### config.mk
export PLATFORM = sky130hd
export DESIGN_NAME = fetch_sequencer
export DESIGN_NICKNAME = d
export VERILOG_FILES = /design/src/rtl/cpu_pkg.sv /design/src/rtl/sat_counter16.sv /design/src/rtl/fetch_sequencer.sv
export SDC_FILE = /design/constraint.sdc
export NUM_CORES = 1
export LEC_CHECK = 0
export CORE_ASPECT_RATIO = 0.75
export CORE_MARGIN = 5
export CORE_UTILIZATION = 30
export CTS_BUF_LIST = sky130_fd_sc_hd__clkbuf_4 sky130_fd_sc_hd__clkbuf_8
export DETAILED_ROUTE_END_ITERATION = 7
export GPL_TIMING_DRIVEN = 0
export PLACE_DENSITY = 0.62
export SYNTH_ARGS = -nofsm -noshare
export SYNTH_HDL_FRONTEND = slang
export SYNTH_HIERARCHICAL = 1
export SYNTH_SLANG_ARGS = --single-unit
### constraint.sdc
create_clock -name clock -period 3.4 [get_ports clock]
set_input_delay 0.68 -clock clock [delete_from_list [all_inputs] [get_ports clock]]
set_output_delay 0.68 -clock clock [all_outputs]
set_load 0.01 [all_outputs]
### src/rtl/cpu_pkg.sv
// Shared definitions for the 9-bit pipelined CPU: datapath widths, the
// default halt encoding and the fetch-stage state encoding.
package cpu_pkg;

  localparam int PC_W    = 8;
  localparam int INSTR_W = 9;

  localparam logic [INSTR_W-1:0] HALT_OP_DEFAULT = 9'h1FF;

  typedef enum logic [1:0] {
    BOOT = 2'd0,
    RUN  = 2'd1,
    HALT = 2'd2
  } fetch_state_t;

  // Sequential PC step; the 8-bit add wraps 8'hFF to 8'h00 on purpose.
  function automatic logic [PC_W-1:0] pc_step(input logic [PC_W-1:0] pc);
    return pc + 8'd1;
  endfunction

endpackage

### src/rtl/sat_counter16.sv
// 16-bit event counter that sticks at all-ones instead of wrapping.
module sat_counter16 (
  input  logic        clock,
  input  logic        reset,
  input  logic        enable,
  output logic [15:0] count
);

  // Count enabled events, holding once the maximum is reached.
  always_ff @(posedge clock or posedge reset) begin
    if (reset) begin
      count <= 16'h0000;
    end else if (enable && (count != 16'hFFFF)) begin
      count <= count + 16'h0001;
    end else begin
      count <= count;
    end
  end

endmodule

### src/rtl/fetch_sequencer.sv
// Instruction-fetch control: drives the PC update, owns the IF/ID register,
// detects halt and keeps stall/redirect statistics.
module fetch_sequencer
  import cpu_pkg::*;
#(
  parameter logic [INSTR_W-1:0] HALT_OP     = HALT_OP_DEFAULT,
  parameter int                 BOOT_CYCLES = 2
) (
  input  logic               clock,
  input  logic               reset_i,
  input  logic [PC_W-1:0]    pc_i,
  input  logic [INSTR_W-1:0] instr_i,
  input  logic               stall_i,
  input  logic               branch_taken_i,
  input  logic [PC_W-1:0]    branch_target_i,
  output logic [PC_W-1:0]    newpc_o,
  output logic               pc_wenable_o,
  output logic               flush_o,
  output logic [INSTR_W-1:0] instr_o,
  output logic [PC_W-1:0]    instr_pc_o,
  output logic               instr_valid_o,
  output logic               halted_o,
  output logic [15:0]        stall_count_o,
  output logic [15:0]        squash_count_o
);

  localparam logic [3:0] BOOT_LAST = 4'(BOOT_CYCLES - 1);

  fetch_state_t       state, next_state;
  logic [3:0]         boot_count, next_boot_count;
  logic [INSTR_W-1:0] next_instr;
  logic [PC_W-1:0]    next_instr_pc;
  logic               next_valid;
  logic               next_halted;
  logic               wen;
  logic               redirect;
  logic [PC_W-1:0]    target;
  logic               stall_event;
  logic               squash_event;

  // Next-state, IF/ID update and PC-control decode for the current cycle.
  always_comb begin
    next_state      = state;
    next_boot_count = boot_count;
    next_instr      = instr_o;
    next_instr_pc   = instr_pc_o;
    next_valid      = instr_valid_o;
    next_halted     = halted_o;
    wen             = 1'b0;
    redirect        = 1'b0;
    target          = pc_i;
    stall_event     = 1'b0;
    squash_event    = 1'b0;
    case (state)
      BOOT: begin
        next_valid = 1'b0;
        if (boot_count == BOOT_LAST) begin
          next_state      = RUN;
          next_boot_count = 4'd0;
        end else begin
          next_boot_count = boot_count + 4'd1;
        end
      end
      RUN: begin
        if (branch_taken_i) begin
          wen          = 1'b1;
          redirect     = 1'b1;
          target       = branch_target_i;
          next_valid   = 1'b0;
          squash_event = 1'b1;
        end else if (stall_i) begin
          stall_event = 1'b1;
        end else begin
          next_instr    = instr_i;
          next_instr_pc = pc_i;
          next_valid    = 1'b1;
          if (instr_i == HALT_OP) begin
            next_state  = HALT;
            next_halted = 1'b1;
          end else begin
            wen    = 1'b1;
            target = pc_step(pc_i);
          end
        end
      end
      HALT: begin
        if (branch_taken_i) begin
          // An older branch resolving after the halt restarts fetch.
          wen          = 1'b1;
          redirect     = 1'b1;
          target       = branch_target_i;
          next_valid   = 1'b0;
          squash_event = 1'b1;
          next_state   = RUN;
          next_halted  = 1'b0;
        end else if (stall_i) begin
          next_valid = instr_valid_o;
        end else begin
          next_valid = 1'b0;
        end
      end
      default: begin
        next_state      = BOOT;
        next_boot_count = 4'd0;
      end
    endcase
  end

  // PC-facing outputs, forced quiet while reset is asserted.
  always_comb begin
    if (reset_i) begin
      pc_wenable_o = 1'b0;
      newpc_o      = 8'h00;
      flush_o      = 1'b0;
    end else begin
      pc_wenable_o = wen;
      newpc_o      = wen ? target : pc_i;
      flush_o      = redirect;
    end
  end

  // State, boot timer, IF/ID register and halt flag.
  always_ff @(posedge clock or posedge reset_i) begin
    if (reset_i) begin
      state         <= BOOT;
      boot_count    <= 4'd0;
      instr_o       <= 9'h000;
      instr_pc_o    <= 8'h00;
      instr_valid_o <= 1'b0;
      halted_o      <= 1'b0;
    end else begin
      state         <= next_state;
      boot_count    <= next_boot_count;
      instr_o       <= next_instr;
      instr_pc_o    <= next_instr_pc;
      instr_valid_o <= next_valid;
      halted_o      <= next_halted;
    end
  end

  sat_counter16 u_stall_counter (
    .clock  (clock),
    .reset  (reset_i),
    .enable (stall_event),
    .count  (stall_count_o)
  );

  sat_counter16 u_squash_counter (
    .clock  (clock),
    .reset  (reset_i),
    .enable (squash_event),
    .count  (squash_count_o)
  );

endmodule

==> impl_metrics.env <==
export IMPL_status="completed"
export IMPL_grt_setup_unrepaired="false"
export IMPL_synth_seq_area_share_pct=43.1
export IMPL_die_y_um=101
export IMPL_grt_pass1_wl_mm=15.1
export IMPL_rows=33
export IMPL_preCtsSetupSlack_ps=-773
export IMPL_power_mw=2.93
export IMPL_powerDensity_nw_per_um2=634
export IMPL_place_inst=541
export IMPL_fp_dieW_um=131
export IMPL_route_detailed_drc=0
export IMPL_cts_tree="done"
export IMPL_p_leak_nw=1.95
export IMPL_synth_edf_count=0
export IMPL_synth_top_cell_area_share_pct=43.1
export IMPL_post_route_min_period_ps=3320
export IMPL_firstDrtPassIters=4
export IMPL_clockBufferDepth=2
export IMPL_io_buffers=88
export IMPL_critPathKind="input port to output pin"
export IMPL_grt_max_degree=17
export IMPL_drt_initial_drc_count=106
export IMPL_antenna_found_initial=0
export IMPL_fmaxAchievable_ghz=0.301
export IMPL_finalWorstSetupSlack_ps=76.9
export IMPL_end_kind="output pin"
export IMPL_cp_start_kind="input port"
export IMPL_maxSlewHeadroom_pct=46.6
export IMPL_root_buffer="clkbuf_8"
export IMPL_hold_viol_final=0
export IMPL_synth_cell_types=57
export IMPL_design_area_sq_um=4620
export IMPL_finalCritPeriodShare_pct=97.7
export IMPL_syn_area_per_cell_sq_um=10.6
export IMPL_syn_num_nets=351
export IMPL_hold_ws_ps=511
export IMPL_finalMaxSlewViolations=0
export IMPL_finClkSkew_ps=9.55
export IMPL_cap_violations=0
export IMPL_postRouteAntennaNets=0
export IMPL_synth_area_leaders="dfrtp_1 43%, mux2_2 7.8%, xnor2_1 5.8%"
export IMPL_routed_via_density=5.12
export IMPL_grt_pass1_vias=2934
export IMPL_tns_ps=0
export IMPL_setup_viol=0
export IMPL_drive_above_1_share_pct=19.2
export IMPL_vias=2876
export IMPL_yosysMostFrequentCell="dfrtp_1"
export IMPL_syn2layout_area_growth_pct=39.5
export IMPL_nNetsFinal=455
export IMPL_cp_max_fo=5
export IMPL_required_ps=2720
export IMPL_synthArstFlopShare_pct=100
export IMPL_synth_cells_most_frequent="57 x dfrtp_1, 23 x mux2_2, 23 x nand2_1"
export IMPL_placed_area_sq_um=4370
export IMPL_cts_max_level=3
export IMPL_cp_arrival_ps=2640
export IMPL_start_util_pct=30.5
export IMPL_insertion_delay_ps=330
export IMPL_place_gp_congestion=0.914
export IMPL_fin_util_pct=42.5
export IMPL_nFillCells=1070
export IMPL_hpwl_mm=6.63
export IMPL_synth_top_area_cell="dfrtp_1"
export IMPL_ys_seq_elements=57
export IMPL_tightestPinTransition_ps=797
export IMPL_ys_flop_type="dfrtp_1"
export IMPL_n_antenna_cell=0
export IMPL_die_area_sq_um=13300
export IMPL_synthCells=313
export IMPL_coreArea_sq_um=10900
export IMPL_grt_usage_pct=14.0
export IMPL_gr_total_overflow=0
export IMPL_vdd_drop_max_mv=0.461
export IMPL_numCtsBuffers=9
export IMPL_wl_mm=9.02
export IMPL_ys_warn_count=6
export IMPL_cts_clk_slew_worst_paths_ps=70
export IMPL_hold_class="flop to flop"
export IMPL_netlist_area_sq_um=3310
export IMPL_routedWlPerCell_um=16.0
export IMPL_instances_no_fill=562
export IMPL_ios=90
export IMPL_clock_sinks=57
==> power by group <==
group          total, mW  internal [mW]  switching [mW]
combinational       1.17          0.632           0.535
sequential          1.04          0.867           0.175
clock              0.719          0.440           0.279
==> registers in the layout, indices dropped and copies added (netlist names) <==
name and cells:
instr_o 9, halted_o 1, instr_pc_o 8, u_stall_counter/count 16, state 2, u_squash_counter/count 16, instr_valid_o 1, boot_count 4
==> worst paths after layout <==
| check | startpoint | to | slack [ps] | cells after the start |
|---|---|---|---|---|
| min | instr_o[0] | instr_o[0] | 510 | 1 |
| min in group asynchronous | reset_i | u_squash_counter/count[4] | 1150 | 2 |
| max reg2reg | state[1] | u_stall_counter/count[14] | 1010 | 8 |
| min reg2reg | instr_o[0] | instr_o[0] | 510 | 1 |
| max | pc_i[2] | newpc_o[6] | 80 | 7 |
| max in group asynchronous | reset_i | boot_count[2] | 1790 | 2 |
==> critical path, cell delays in order <==
cell and delay [ps]:
clkdlybuf4s50_1 630, nand2b_1 180, nor3_1 300, nor4b_1 280, o21ai_0 120, a21oi_1 160, dlygate4sd2_1 300
==> repair_timing <==
action,4_1_cts,5_1_grt
setup endpoints to repair,10,2
gates cloned,1,0
setup buffers,4,0
gates resized for setup,14,3
pin swaps,1,1
hold buffers,0,0
==> placed cells by master, fill, tap and decap left out, types with 3 or more instances in the layout <==
cell type	netlist	layout
clkdlybuf4s50_1	0	76
nand4_1	11	11
a31oi_1	4	4
a21oi_1	15	15
buf_4	4	8
nand3_1	19	19
and3_1	10	10
ha_1	9	9
xnor2_1	22	22
dlygate4sd2_1	0	10
and3_2	3	3
nor2_1	13	13
and4_1	7	7
o31ai_1	5	5
nand2b_1	5	5
nor3_1	4	4
inv_1	9	8
mux2i_1	4	4
and2_1	3	3
mux2_2	23	23
dfrtp_1	57	57
clkbuf_8	0	10
o21a_1	3	3
nand2_1	23	23
nand2_2	3	3
o21ai_0	13	12
==> final cells by class <==
class                      count  area [sq um]  area share, %
inverter                      10          41.3          0.894
clock buffer                  11           145           3.14
buffer                         8          61.3           1.33
timing repair inverter         1          5.00          0.108
multi-input combinational    238          1790           38.8
tap                          140           175           3.79
sequential                    57          1430           30.9
clock inverter                 5          78.8           1.71
timing repair buffer          92           896           19.4
==> metal layers <==
| layer | routed length [um] | vias up | share of wire (%) | track usage [%] |
|---|---|---|---|---|
| met5 | 0 | - | 0 | 0 |
| met4 | 133 | 0 | 1.5 | 4.43 |
| met3 | 589 | 11 | 6.5 | 4.29 |
| met2 | 4020 | 82 | 45 | 21.5 |
| met1 | 4280 | 1401 | 47 | 19.0 |
| li1 | - | 1382 | - | - |
==> cell families (layout without fill, tap and decap cells) <==
kind of cell	after synthesis	in the layout	share of synthesized area, %
AO/OA/AOI/OAI	59	59	12.2
XOR/XNOR	22	22	5.82
adder cells (fa/ha/maj)	9	9	3.40
buffers and inverters	18	127	2.98
flip-flops	57	57	43.1
multiplexers	27	27	9.03
AND/OR/NAND/NOR	121	121	23.5
(Power assumes the default switching activity.)
==> edit 1, RTL diff (same flow settings) <==
Make the reset (`reset` and `reset_i`) synchronous in 2 clocked blocks.
--- a/src/rtl/sat_counter16.sv
+++ b/src/rtl/sat_counter16.sv
@@ -7,7 +7,7 @@
 );
 
   // Count enabled events, holding once the maximum is reached.
-  always_ff @(posedge clock or posedge reset) begin
+  always_ff @(posedge clock) begin
     if (reset) begin
       count <= 16'h0000;
     end else if (enable && (count != 16'hFFFF)) begin
--- a/src/rtl/fetch_sequencer.sv
+++ b/src/rtl/fetch_sequencer.sv
@@ -120,7 +120,7 @@
   end
 
   // State, boot timer, IF/ID register and halt flag.
-  always_ff @(posedge clock or posedge reset_i) begin
+  always_ff @(posedge clock) begin
     if (reset_i) begin
       state         <= BOOT;
       boot_count    <= 4'd0;
Function: differs if reset_i is asserted again (counterexample within 4 cycles, from zero or initial values and one cycle with reset_i high); with reset_i held inactive, the same outputs for 10 cycles.
==> edit 1 against the unedited design <==
- sequential cell count stayed put
- area after synthesis up 0.15%
- first-iteration DRC count rose to 2.9 times the old value
- critical path depth rose by 1
- total power shrank 31%
- routed wire length rose by 15%
- cell area up 0.49%
- worst setup slack better by 11 ps
- global-route usage grew 1.4 points
- critical path type unchanged
- largest power group is now sequential cells
- highest routed layer unchanged
==> edit 1: results (changes against the unedited design) <==
metric,value,unit,change
status,finished clean,,unchanged
min_from,instr_pc_o[4],,was instr_o[0]
track_usage,0.154,,was 0.140
powerClk,637,uW,was 719 uW
synth-xor-area-share,0.0185,,was 0.0582
tightest_slew,765,ps,was 797 ps
avgViaCountPerCell,5.36,,was 5.12
finalNetCount,553,,was 455
synthesis.nets,450,,was 351
p_int,1.35,mW,was 1.94 mW
placed_area,4370,sq um,about the same
holdPathStages,2,,was 1
ys_seq_area_frac,0.344,,was 0.431
dp_worst_setup_slack,-260,ps,was -773 ps
n_fill_cell,1071,,was 1070
synth_area_leaders,"dfxtp_1 (34%), a21oi_1 (6.3%), nand2_1 (5.9%), ha_1 (3.4%), nor2_1 (3.4%)",,"was dfrtp_1 (43%), mux2_2 (7.8%), xnor2_1 (5.8%), ha_1 (3.4%), nand3_1 (2.9%)"
muxShareOfSynthArea,0.0223,,was 0.0903
grt_max_degree,11,,was 17
crit_fanout,6,,was 5
synth-adder-area-share,0.0339,,was 0.0340
ff2ff_setup_slack,960,ps,was 1010 ps
cp_top_family,buffers and inverters,,unchanged
hp-class,register to register,,unchanged
reg2reg_depth,9,,was 8
routed_wl,10300,microns,was 9020 microns
grt_pass1_wl,16800,microns,was 15100 microns
slowest_delay,540,ps,was 630 ps
p_per_area,437,nW/um^2,was 634 nW/um^2
timing.rr.start,state[1],,unchanged
grt_pass1_vias,3312,,was 2934
dp_hpwl,7430,microns,was 6630 microns
comb-power,645,uW,was 1.17 mW
skew,10.3,ps,was 9.55 ps
synthArstFlopShare,0,,was 1.00
vdd_drop_max,0.171,mV,was 0.461 mV
synth.distinct_cells,62,,was 57
drt_iter0_drc,312,,was 106
p_leak,1.59,nW,was 1.95 nW
drive_gt1_frac,0.108,,was 0.192
cts_resized,16,,was 14
arrival,2630,ps,was 2640 ps
[edit 1: how the worst max path moves through the flow]
stage                     slack [ps]            to        from  depth (start not counted)
after global placement          -260    newpc_o[7]     reset_i                          5
after global routing               5    newpc_o[4]    state[1]                         11
after CTS                         10    newpc_o[3]  instr_i[7]                          8
after floorplan                  960    newpc_o[6]  instr_i[4]                          5
after detailed placement        -260  pc_wenable_o     reset_i                          5
final                             90    newpc_o[4]  instr_i[7]                          8
[edit 1: cells by family (layout without fill, tap and decap cells)]
group,after synthesis,after routing
simple gates,194,194
compound gates,102,102
flops,57,57
buf+inv,36,143
fa+ha+maj,9,9
xor+xnor,7,7
mux,7,7
[edit 1: per-stage QoR]
stage / instances / hold slack [ps] / TNS (ps) / util
final: 659 / 454 / 0 / 0.427
after global routing: 659 / 476 / 0 / 0.427
after CTS: 659 / 458 / 0 / 0.425
after detailed placement: 640 / 449 / -1900 / 0.403
after global placement: 640 / 441 / -1900 / 0.403
after floorplan: 412 / 479 / 0 / -
[edit 1: per-layer routing]
metal  global-route usage  wire (microns)  vias up  part of all wire
met4               0.0498             151        0             0.015
met2                0.235            4580      139              0.44
li1                     -               -     1734                 -
met1                0.214            5000     1645              0.48
met5                    0               0        -                 0
met3               0.0369             605       13             0.059
[edit 1: final cells by class]
| cell class | instances | area share |
|---|---|---|
| Tap cell | 140 | 0.0377 |
| Clock inverter | 5 | 0.0121 |
| Buffer | 21 | 0.0226 |
| Multi-Input combinational cell | 319 | 0.443 |
| Timing Repair Buffer | 92 | 0.197 |
| Inverter | 15 | 0.0121 |
| Clock buffer | 10 | 0.0296 |
| Sequential cell | 57 | 0.246 |
[edit 1: worst reg2reg max path, delay by kind of cell (launching register included)]
kind            cells  cell delay [ps]
fa+ha+maj           1              270
flops               1              380
compound gates      1              140
simple gates        3             1010
buf+inv             4              570
==> edit 2, RTL diff (config.mk and constraints unchanged) <==
Without the edit above. Change the package constant `INSTR_W` from 9 to 11.
--- a/src/rtl/cpu_pkg.sv
+++ b/src/rtl/cpu_pkg.sv
@@ -3,7 +3,7 @@
 package cpu_pkg;
 
   localparam int PC_W    = 8;
-  localparam int INSTR_W = 9;
+  localparam int INSTR_W = 11;
 
   localparam logic [INSTR_W-1:0] HALT_OP_DEFAULT = 9'h1FF;
 
Ports: changed (resized instr_i and instr_o); port bits go from 90 to 94. The function was not compared with the original's and may differ.
==> edit 2 against the unedited design <==
- routed wire length fell by 0.57%
- area after synthesis rose by 2.7%
- critical endpoint is now newpc_o[0]
- count of clock-buffer cells in the layout fell by 1
- sequential cell count rose by 2
- largest cell class unchanged
- total power fell by 2.2%
- worst setup slack improved by 26 ps
- cell area rose by 1.9%
- utilization rose by 0.16 points
- global-route usage fell by 0.12 points
- critical path depth did not move
==> edit 2: results (changes against the unedited design) <==
metric,value,unit,change
status,finished clean,,unchanged
dp_worst_setup_slack,-1160,ps,was -773 ps
slew_headroom,0.479,,was 0.466
insertion_delay,350,ps,was 330 ps
dr.pass1.iters,5,,was 4
reg2reg_depth,8,,unchanged
numCtsBuffers,9,,unchanged
grt_max_degree,17,,unchanged
cts_root_buf,clkbuf_8,,unchanged
timing.rr.start,state[1],,unchanged
track_usage,0.139,,was 0.140
avgViaCountPerCell,5.11,,was 5.12
fin_crit_sh,0.970,,was 0.977
cts_max_level,3,,unchanged
synth.distinct_cells,55,,was 57
endpoint,newpc_o[0],,was newpc_o[6]
placed_area,4490,sq um,was 4370 sq um
drive_gt1_frac,0.186,,was 0.192
crit_fanout,4,,was 5
synth_common_cells,"dfrtp_1 (59), mux2_2 (25), nand2_1 (24)",,"was dfrtp_1 (57), mux2_2 (23), nand2_1 (23)"
synthesis.nets,367,,was 351
hp-class,register to register,,unchanged
p_leak,1.98,nW,was 1.95 nW
synth_warnings,6,,unchanged
finalNetCount,475,,was 455
ys_seq_area_frac,0.434,,was 0.431
routed_wl,8970,microns,was 9020 microns
worst_r2r_endpoint,u_stall_counter/count[14],,unchanged
cts_buffer_depth,2,,unchanged
drt_iter0_drc,145,,was 106
diodes,0,,unchanged
cp-startpoint,instr_i[10],,was pc_i[2]
dp_hpwl,6550,microns,was 6630 microns
gp_congestion,0.863,,was 0.914
port_buffers,91,,was 88
grt_pass1_vias,2943,,was 2934
synth_flop_cell,dfrtp_1,,unchanged
skew,9.25,ps,was 9.55 ps
vdd_drop_max,0.366,mV,was 0.461 mV
p_int,1.84,mW,was 1.94 mW
arrival,2620,ps,was 2640 ps
synth_area_leaders,"dfrtp_1 (43%), mux2_2 (8.3%), xnor2_1 (5.9%), ha_1 (3.3%), nand3_1 (2.6%)",,"was dfrtp_1 (43%), mux2_2 (7.8%), xnor2_1 (5.8%), ha_1 (3.4%), nand3_1 (2.9%)"
ff2ff_setup_slack,1060,ps,was 1010 ps
reg_top3,"u_squash_counter/count x16, u_stall_counter/count x16, instr_o x11",,"was u_squash_counter/count x16, u_stall_counter/count x16, instr_o x9"
grt_pass1_wl,15100,microns,about the same
edit 2: area by class of cell:
class | count | area (sq um)
clock inverter | 6 | 41.3
buffer | 11 | 70.1
multi-input combinational | 245 | 1830
fill | 1075 | 6320
timing repair inverter | 1 | 5.00
inverter | 12 | 48.8
clock buffer | 10 | 131
timing repair buffer | 96 | 930
tap | 140 | 175
sequential | 59 | 1480
edit 2: routing by layer:
layer,track usage,vias up,part of all wire
li1,-,1424,-
met1,0.188,1429,0.48
met2,0.202,102,0.43
met3,0.0561,10,0.080
met4,0.0447,0,0.011
met5,0,-,0
edit 2: power by group through the flow:
stage	Sequential [mW]	Combinational, mW	Clock (mW)
after global placement	1.08	1.19	0
after detailed placement	1.09	1.20	0
after floorplan	1.14	0.536	0
after CTS	1.08	1.21	0.597
final	1.08	1.21	0.570
after global routing	1.12	1.32	0.632
edit 2: cells by family after synthesis:
logic type               after synthesis  synth area share
multiplexers                          29            0.0945
XOR/XNOR                              23            0.0592
buffers and inverters                 23            0.0316
adder cells (fa/ha/maj)                9            0.0331
AO/OA/AOI/OAI                         56             0.114
flip-flops                            59             0.434
AND/OR/NAND/NOR                      128             0.234
edit 2: stage by stage:
stage	cells	util	power, mW	hold WS, ps	setup TNS [ps]
2_1_floorplan	327	-	1.68	448	0
3_3_place_gp	558	0.407	2.27	474	-3890
3_5_place_dp	558	0.407	2.29	483	-3910
4_1_cts	579	0.426	2.89	496	0
5_1_grt	580	0.427	3.07	518	0
6_report	580	0.427	2.86	486	0
edit 2: what timing repair did:
item / in CTS / in global routing
hold buffers: 0 / 0
cloned: 1 / 0
setup endpoints to repair: 8 / 5
buffers inserted: 4 / 1
pin swaps: 2 / 2
gates resized for setup: 19 / 5
edit 2: worst max-delay path: stages:
cell and delay [ps]:
clkdlybuf4s50_1 470, and4bb_4 250, a31oi_4 230, nor3_1 70, or4b_1 500, a21oi_1 140
dlygate4sd2_1 280
edit 2: worst min path at each step:
stage                  start             to  slack [ps]  cells past startpoint
6_report       boot_count[3]  boot_count[3]         490                      1
5_1_grt        boot_count[3]  boot_count[3]         520                      1
4_1_cts        boot_count[3]  boot_count[3]         500                      1
3_5_place_dp   boot_count[3]  boot_count[3]         480                      1
3_3_place_gp   boot_count[3]  boot_count[3]         470                      1
2_1_floorplan  boot_count[3]  boot_count[3]         450                      1
